`config.mk`:
```
export PLATFORM = sky130hd
export DESIGN_NAME = random_draw_ctrl_flat
export DESIGN_NICKNAME = d
export VERILOG_FILES = /design/src/rtl/random_draw_ctrl_if.sv /design/src/rtl/random_draw_ctrl.sv /design/src/flat_wrapper.sv
export SDC_FILE = /design/constraint.sdc
export NUM_CORES = 1
export LEC_CHECK = 0
export BUFFER_PORTS_ARGS = -buffer_cell sky130_fd_sc_hd__buf_2
export CORE_MARGIN = 8
export CORE_UTILIZATION = 53
export DETAILED_ROUTE_END_ITERATION = 8
export PLACE_DENSITY = 0.81
export SYNTH_ARGS = -nofsm -noshare
export SYNTH_HDL_FRONTEND = slang
export SYNTH_SLANG_ARGS = --single-unit
```
`constraint.sdc`:
```
create_clock -name clk -period 3.45 [get_ports clk]
set_input_delay 0.69 -clock clk [delete_from_list [all_inputs] [get_ports clk]]
set_output_delay 0.69 -clock clk [all_outputs]
set_load 0.01 [all_outputs]
```
`src/rtl/random_draw_ctrl_if.sv`:
```
// Draw handshake between game logic, the random source and random_draw_ctrl.
// master: game logic plus source stub side; slave: the draw controller.
interface random_draw_ctrl_if #(
    parameter int IN_BITS  = 8,
    parameter int OUT_BITS = 4
);
    logic                draw_req;
    logic [IN_BITS-1:0]  rnd_din;
    logic                rnd_rise;
    logic                draw_busy;
    logic                draw_valid;
    logic [OUT_BITS-1:0] draw_value;
    logic                draw_err;

    modport master (
        output draw_req, rnd_din,
        input  rnd_rise, draw_busy, draw_valid, draw_value, draw_err
    );

    modport slave (
        input  draw_req, rnd_din,
        output rnd_rise, draw_busy, draw_valid, draw_value, draw_err
    );
endinterface

```
`src/rtl/random_draw_ctrl.sv`:
```
// Rejection-sampling requester for a counter-latching random source.
// Optional RND_EXCLUDE_LAST_EN: also reject a repeat of the last accepted value.
//
// state | meaning
// IDLE  | waiting for draw_req
// RISE  | rnd_rise held high for SETTLE_CYC cycles, sample captured at the end
// CHECK | rnd_rise low; accept, retry or fall back
// DONE  | draw_valid pulse with new draw_value/draw_err
module random_draw_ctrl #(
    parameter int IN_BITS      = 8,
    parameter int OUT_BITS     = 4,
    parameter int RANGE        = 10,
    parameter int MAX_RETRY    = 7,
    parameter int SETTLE_CYC   = 2,
    parameter int FALLBACK_VAL = 0
) (
    input  logic                 clk,
    input  logic                 reset,
    random_draw_ctrl_if.slave    bus
);
    typedef enum logic [1:0] {S_IDLE, S_RISE, S_CHECK, S_DONE} state_t;

    localparam int RW = (MAX_RETRY > 0) ? $clog2(MAX_RETRY + 1) : 1;
    localparam int SW = $clog2(SETTLE_CYC);
    localparam logic [RW-1:0]       RETRY_MAX   = RW'(MAX_RETRY);
    localparam logic [SW-1:0]       SETTLE_LAST = SW'(SETTLE_CYC - 1);
    localparam logic [OUT_BITS:0]   RANGE_LIM   = (OUT_BITS + 1)'(RANGE);
    localparam logic [OUT_BITS-1:0] FALLBACK    = OUT_BITS'(FALLBACK_VAL);

    state_t              state;
    logic [RW-1:0]       retry_cnt;
    logic [SW-1:0]       settle_cnt;
    logic [OUT_BITS-1:0] cand;
    logic                in_range;
    logic                accept;

    // Extra bit so RANGE = 2**OUT_BITS accepts every candidate.
    assign in_range = ({1'b0, cand} < RANGE_LIM);

`ifdef RND_EXCLUDE_LAST_EN
    logic                have_last;
    logic [OUT_BITS-1:0] last_val;
    assign accept = in_range && !(have_last && (cand == last_val));
`else
    assign accept = in_range;
`endif

    generate
        if (IN_BITS > OUT_BITS) begin : g_hi
            logic unused_rnd_hi;
            assign unused_rnd_hi = ^bus.rnd_din[IN_BITS-1:OUT_BITS];
        end
    endgenerate

    always_ff @(posedge clk) begin
        if (reset) begin
            state           <= S_IDLE;
            retry_cnt       <= '0;
            settle_cnt      <= '0;
            cand            <= '0;
            bus.rnd_rise    <= 1'b0;
            bus.draw_busy   <= 1'b0;
            bus.draw_valid  <= 1'b0;
            bus.draw_value  <= '0;
            bus.draw_err    <= 1'b0;
`ifdef RND_EXCLUDE_LAST_EN
            have_last       <= 1'b0;
            last_val        <= '0;
`endif
        end else begin
            bus.draw_valid <= 1'b0;
            case (state)
                S_IDLE: begin
                    if (bus.draw_req) begin
                        state         <= S_RISE;
                        settle_cnt    <= '0;
                        retry_cnt     <= '0;
                        bus.rnd_rise  <= 1'b1;
                        bus.draw_busy <= 1'b1;
                    end
                end
                S_RISE: begin
                    if (settle_cnt == SETTLE_LAST) begin
                        cand         <= bus.rnd_din[OUT_BITS-1:0];
                        bus.rnd_rise <= 1'b0;
                        state        <= S_CHECK;
                    end else begin
                        settle_cnt <= settle_cnt + 1'b1;
                    end
                end
                S_CHECK: begin
                    if (accept) begin
                        bus.draw_value <= cand;
                        bus.draw_err   <= 1'b0;
                        bus.draw_valid <= 1'b1;
                        state          <= S_DONE;
`ifdef RND_EXCLUDE_LAST_EN
                        have_last      <= 1'b1;
                        last_val       <= cand;
`endif
                    end else if (retry_cnt == RETRY_MAX) begin
                        bus.draw_value <= FALLBACK;
                        bus.draw_err   <= 1'b1;
                        bus.draw_valid <= 1'b1;
                        state          <= S_DONE;
                    end else begin
                        // Re-arm from low so the source sees a fresh 0->1 edge.
                        retry_cnt    <= retry_cnt + 1'b1;
                        settle_cnt   <= '0;
                        bus.rnd_rise <= 1'b1;
                        state        <= S_RISE;
                    end
                end
                S_DONE: begin
                    bus.draw_busy <= 1'b0;
                    state         <= S_IDLE;
                end
                default: state <= S_IDLE;
            endcase
        end
    end
endmodule

```
`src/flat_wrapper.sv`:
```
// flat-port wrapper written by rule: the top's interface ports become plain ports
module random_draw_ctrl_flat 
#(
    parameter int IN_BITS      = 8,
    parameter int OUT_BITS     = 4,
    parameter int RANGE        = 10,
    parameter int MAX_RETRY    = 7,
    parameter int SETTLE_CYC   = 2,
    parameter int FALLBACK_VAL = 0
)
  (clk, reset, bus_draw_req, bus_rnd_din, bus_rnd_rise, bus_draw_busy, bus_draw_valid, bus_draw_value, bus_draw_err);
  random_draw_ctrl_if #(.IN_BITS(IN_BITS), .OUT_BITS(OUT_BITS)) bus_i ();
  input  logic clk;
  input  logic reset;
  input wire logic [$bits(bus_i.draw_req)-1:0] bus_draw_req;
  input wire logic [$bits(bus_i.rnd_din)-1:0] bus_rnd_din;
  output wire logic [$bits(bus_i.rnd_rise)-1:0] bus_rnd_rise;
  output wire logic [$bits(bus_i.draw_busy)-1:0] bus_draw_busy;
  output wire logic [$bits(bus_i.draw_valid)-1:0] bus_draw_valid;
  output wire logic [$bits(bus_i.draw_value)-1:0] bus_draw_value;
  output wire logic [$bits(bus_i.draw_err)-1:0] bus_draw_err;
  assign bus_i.draw_req = bus_draw_req;
  assign bus_i.rnd_din = bus_rnd_din;
  assign bus_rnd_rise = bus_i.rnd_rise;
  assign bus_draw_busy = bus_i.draw_busy;
  assign bus_draw_valid = bus_i.draw_valid;
  assign bus_draw_value = bus_i.draw_value;
  assign bus_draw_err = bus_i.draw_err;
  random_draw_ctrl #(.IN_BITS(IN_BITS), .OUT_BITS(OUT_BITS), .RANGE(RANGE), .MAX_RETRY(MAX_RETRY), .SETTLE_CYC(SETTLE_CYC), .FALLBACK_VAL(FALLBACK_VAL)) u_core (.clk(clk), .reset(reset), .bus(bus_i));
endmodule
```
* Word level (Yosys, flattened, before mapping)
Index checks and enable logic that the tools add are counted.
** Cells by class
- Multiplexer cells :: 26
- Bitwise logic cells :: 1
- Equal/unequal tests :: 8
- Magnitude comparators :: 1
- Reductions and logical operators :: 13
- $add $sub $neg :: 2
** Operators with widths (count)
- $mux W1 :: 12
- $mux W3 :: 3
- $mux W2 :: 4
- $mux W4 :: 2
- $pmux W2 S4 :: 1
- $reduce_and A2 Y1 :: 4
- $reduce_and A4 Y1 :: 2
- $ne A2 B2 Y1 const B :: 3
- $pmux W1 S3 :: 2
- $pmux W3 S2 :: 1
- $reduce_bool A2 Y1 :: 3
- $reduce_and A5 Y1 :: 1
- $eq A2 B2 Y1 const B :: 2
- $lt A4 B4 Y1 const B :: 1
- $add A3 B1 Y3 const B :: 1
- $eq A3 B3 Y1 const B :: 1
- $reduce_bool A3 Y1 :: 1
- $eq A2 B1 Y1 const B :: 1
- $logic_not A2 Y1 :: 1
- $ne A2 B1 Y1 const B :: 1
- $pmux W1 S2 :: 1
- $reduce_or A2 Y1 :: 1
- $add A1 B1 Y1 const B :: 1
- $not A1 Y1 :: 1
** Storage, ports and cells
- Flip-flop bits (word level) :: 18
- Logic and storage cells :: 60

* Logic depth before layout (Yosys ltp)
- Depth after elaboration :: 4
- Depth in mapped cells :: 5
- Depth with buffers taken out :: 4

* Worst setup path before layout
Ideal clock, no wire load.
- Path kind :: reg-to-reg
- Start point :: reg u_core.retry_cnt[0]
- End point :: reg u_core.bus.draw_value[0]
- Arrival :: 1.478 ns
- Setup time :: 0.061 ns
- Path slack :: 1.911 ns
- Stages on the path, launching flop included :: 6
- Data required time :: 3.389 ns
- Path through :: dfxtp_1 -> ha_1 -> ha_1 -> clkbuf_1 -> o21ai_0 -> a32o_1
** Between the ends
- Cells in the longest elaborated chain, start to end :: 3
** RTL lines
- from (decl) :: line random_draw_ctrl.sv:31 : logic [RW-1:0] retry_cnt;
- from (signal assigned) :: line random_draw_ctrl.sv:108 : retry_cnt <= retry_cnt + 1'b1;
- $eq A3 B3 Y1 :: line random_draw_ctrl.sv:101 : end else if (retry_cnt == RETRY_MAX) begin
- $reduce_bool A2 Y1 (no source line)
- $reduce_and A2 Y1 (no source line)
- to (signal assigned) :: line random_draw_ctrl.sv:93 : bus.draw_value <= cand;
- to (decl) :: line random_draw_ctrl_if.sv:22 : output rnd_rise, draw_busy, draw_valid, draw_value, draw_err
No other way between the ends.
A chain may end at the register's enable or synchronous reset.

* Final worst setup path
- Start point :: reg u_core.retry_cnt[0]
- End point :: reg u_core.bus.draw_value[1]
The elaborated chain is that of the path after synthesis.

==> impl_metrics.py <==
metrics = {
    "outcome": {
        "status": "finished, final reports clean",
    },
    "synthesis": {
        "yosys_register_bits": 18,
        "synth_edf_count": 0,
        "syn_nets": 88,
        "avgSynthCellArea_sq_um": 10.11,
        "synthFlopType": "dfxtp_1",
        "ys_warn_count": 0,
        "synthArstFlopShare": 0,
        "synth_cells": 75,
        "ys_types": 25,
        "yosysMostFrequentCell": "dfxtp_1",
        "synth_top_area_frac": 0.4752,
        "syn_area_sq_um": 758.2,
        "synth-seq-area-share": 0.4752,
        "ys_top_cells_by_area": "dfxtp_1 (48%), a32o_1 (5.3%), mux2i_1 (5.3%)",
        "yosys.area.top_type": "dfxtp_1",
        "synth_common_cells": "dfxtp_1 (18), nand3_1 (6), a21oi_1 (5), nor2_1 (5)",
    },
    "clock_network": {
        "tritoncts": "yes",
        "hold_buffers": 0,
        "htree_levels": 1,
        "clock-sinks": 18,
        "ctsRootBufferMaster": "clkbuf_4",
        "numCtsBuffers": 3,
        "clk_latency_ps": 300,
        "cts_resized": 0,
        "clk_path_buf_depth": 2,
        "cts.clk_slew.worst_paths_ps": 100,
        "cts_setup_buffers": 0,
    },
    "timing": {
        "max_freq_ghz": 0.5589,
        "hold_viol_final": 0,
        "setup_viol": 0,
        "fin_setup_tns_ps": 0,
        "tightest_slew_ps": 672.9,
        "grt_setup_unrepaired": "no",
        "slew_headroom": 0.5466,
        "period_needed_ps": 1789,
        "finClkSkew_ps": 3.325,
        "fin_ws_ps": 1661,
        "slew_violations": 0,
        "fin_crit_sh": 0.5186,
    },
    "global_route": {
        "grt_pass1_wl_microns": 2580,
        "antenna_found_initial": 0,
        "grt_pass1_vias": 621,
        "grt_usage": 0.1252,
        "grt_max_degree": 14,
        "grt-ovfl-total": 0,
    },
    "routing": {
        "vias_per_cell": 5.905,
        "via_count": 620,
        "dr.first_iter.drc_count": 15,
        "wl_per_cell_microns": 15.03,
        "drc_errors": 0,
        "drt_wl_total_microns": 1578,
        "ant_nets": 0,
        "firstDrtPassIters": 4,
    },
    "floorplan": {
        "die_x_microns": 53.83,
        "dieArea_sq_mm": 0.002897,
        "die_y_microns": 53.83,
        "core-area_sq_mm": 0.001318,
        "floorplan.initialDensity": 0.5755,
        "io_pins": 19,
        "rows": 13,
    },
    "placement": {
        "place_area_sq_um": 834.6,
        "hpwl_microns": 1116,
        "place_inst": 101,
        "dpl_worst_slack_ps": 1693,
        "portBuffers": 14,
        "gp_congestion": 0.7180,
    },
    "cells_and_area": {
        "fin_cells": 105,
        "syn_to_final_growth_pct": 14.85,
        "fin_nets": 104,
        "drive_gt1_frac": 0.2222,
        "insertedDiodeCount": 0,
        "final_cell_area_sq_um": 870.8,
    },
    "pwr": {
        "vdd_ir_drop_max_mv": 0.2934,
        "cellPowerDensity_mw_per_mm2": 435.7,
        "leakagePower_uw": 0.0004018,
        "power_uw": 379.4,
    },
    "critical_path": {
        "worstPathArrival_ps": 2030,
        "cp.required_ps": 3690,
        "path_max_fanout": 10,
        "cp-start-kind": "register",
        "criticalPathCategory": "reg2reg",
        "endpoint_kind": "register",
    },
    "job": {
        "cap_violations": 0,
    },
    "hold_path": {
        "hold_class": "reg2reg",
    },
}
## worst paths after layout
path                        start                       end  slack (ps)  depth (start not counted)
max           u_core.retry_cnt[0]  u_core.bus.draw_value[1]        1660                          4
min          u_core.bus.draw_busy      u_core.bus.draw_busy         480                          2
max reg2reg   u_core.retry_cnt[0]  u_core.bus.draw_value[1]        1660                          4
min reg2reg  u_core.bus.draw_busy      u_core.bus.draw_busy         480                          2
## placed cells by master, fill, tap and decap left out
cell type and instances:
or4b_1 1, o311a_1 1, a21oi_1 5, o21bai_1 2, dfxtp_1 18, nand2_1 1
nor4_1 1, nor2_1 5, nand3b_1 2, clkbuf_8 1, and2b_1 2, ha_1 2
nand3_1 6, nand4bb_1 2, buf_4 1, and2_1 1, buf_2 14, nor2b_1 2
nor3b_4 1, a211oi_1 2, o21ai_0 3, clkbuf_4 3, inv_1 3, mux2i_1 4
a32o_1 4, o211ai_1 3
## where the power goes
part / total, uW / internal (uW) / leakage [uW] / switching [uW]
Sequential: 220 / 214 / 0.000146 / 6.25
Clock: 131 / 64.4 / 0.0000210 / 66.3
Combinational: 28.7 / 12.9 / 0.000235 / 15.7
## through the flow
stage / util / hold slack (ps)
finish: 0.6610 / 480.7
CTS: 0.6610 / 480.8
global route: 0.6610 / 515.3
global placement: 0.6334 / 459.3
floorplan: - / 441.7
detailed placement: 0.6334 / 459.5
## sequential cells by signal (all words and copies together) (netlist names)
signal and cells:
u_core.bus.draw_value 4, u_core.cand 4, u_core.retry_cnt 3, u_core.state 2, u_core.bus.draw_busy 1, u_core.bus.draw_err 1
u_core.bus.draw_valid 1, u_core.bus.rnd_rise 1, u_core.settle_cnt 1
## critical path: stages, from the launching register on
cell     delay [ps]
dfxtp_1         350
ha_1            210
ha_1            310
o21ai_0         600
a32o_1          270
## metal layers
metal | global-route usage | part of all wire
met5 | 0 | 0
met4 | 0.08824 | 0.028
met3 | 0.05234 | 0.072
met2 | 0.2085 | 0.45
met1 | 0.1234 | 0.45
## area by class of cell
| class | count | area [sq um] |
|---|---|---|
| Inverter | 3 | 11.26 |
| Multi-Input combinational cell | 50 | 366.6 |
| Clock buffer | 4 | 36.28 |
| Timing Repair Buffer | 15 | 77.57 |
| Tap cell | 15 | 18.77 |
| Fill cell | 108 | 446.7 |
| Sequential cell | 18 | 360.3 |
## logic make-up after synthesis
logic type	count (synthesis)	share of synthesized area
adder cells (fa/ha/maj)	2	0.03300
buffers and inverters	7	0.04125
AND/OR/NAND/NOR	24	0.2096
flip-flops	18	0.4753
multiplexers	4	0.05281
AO/OA/AOI/OAI	20	0.1881
Note: power is estimated with default switching activity, not from simulation.
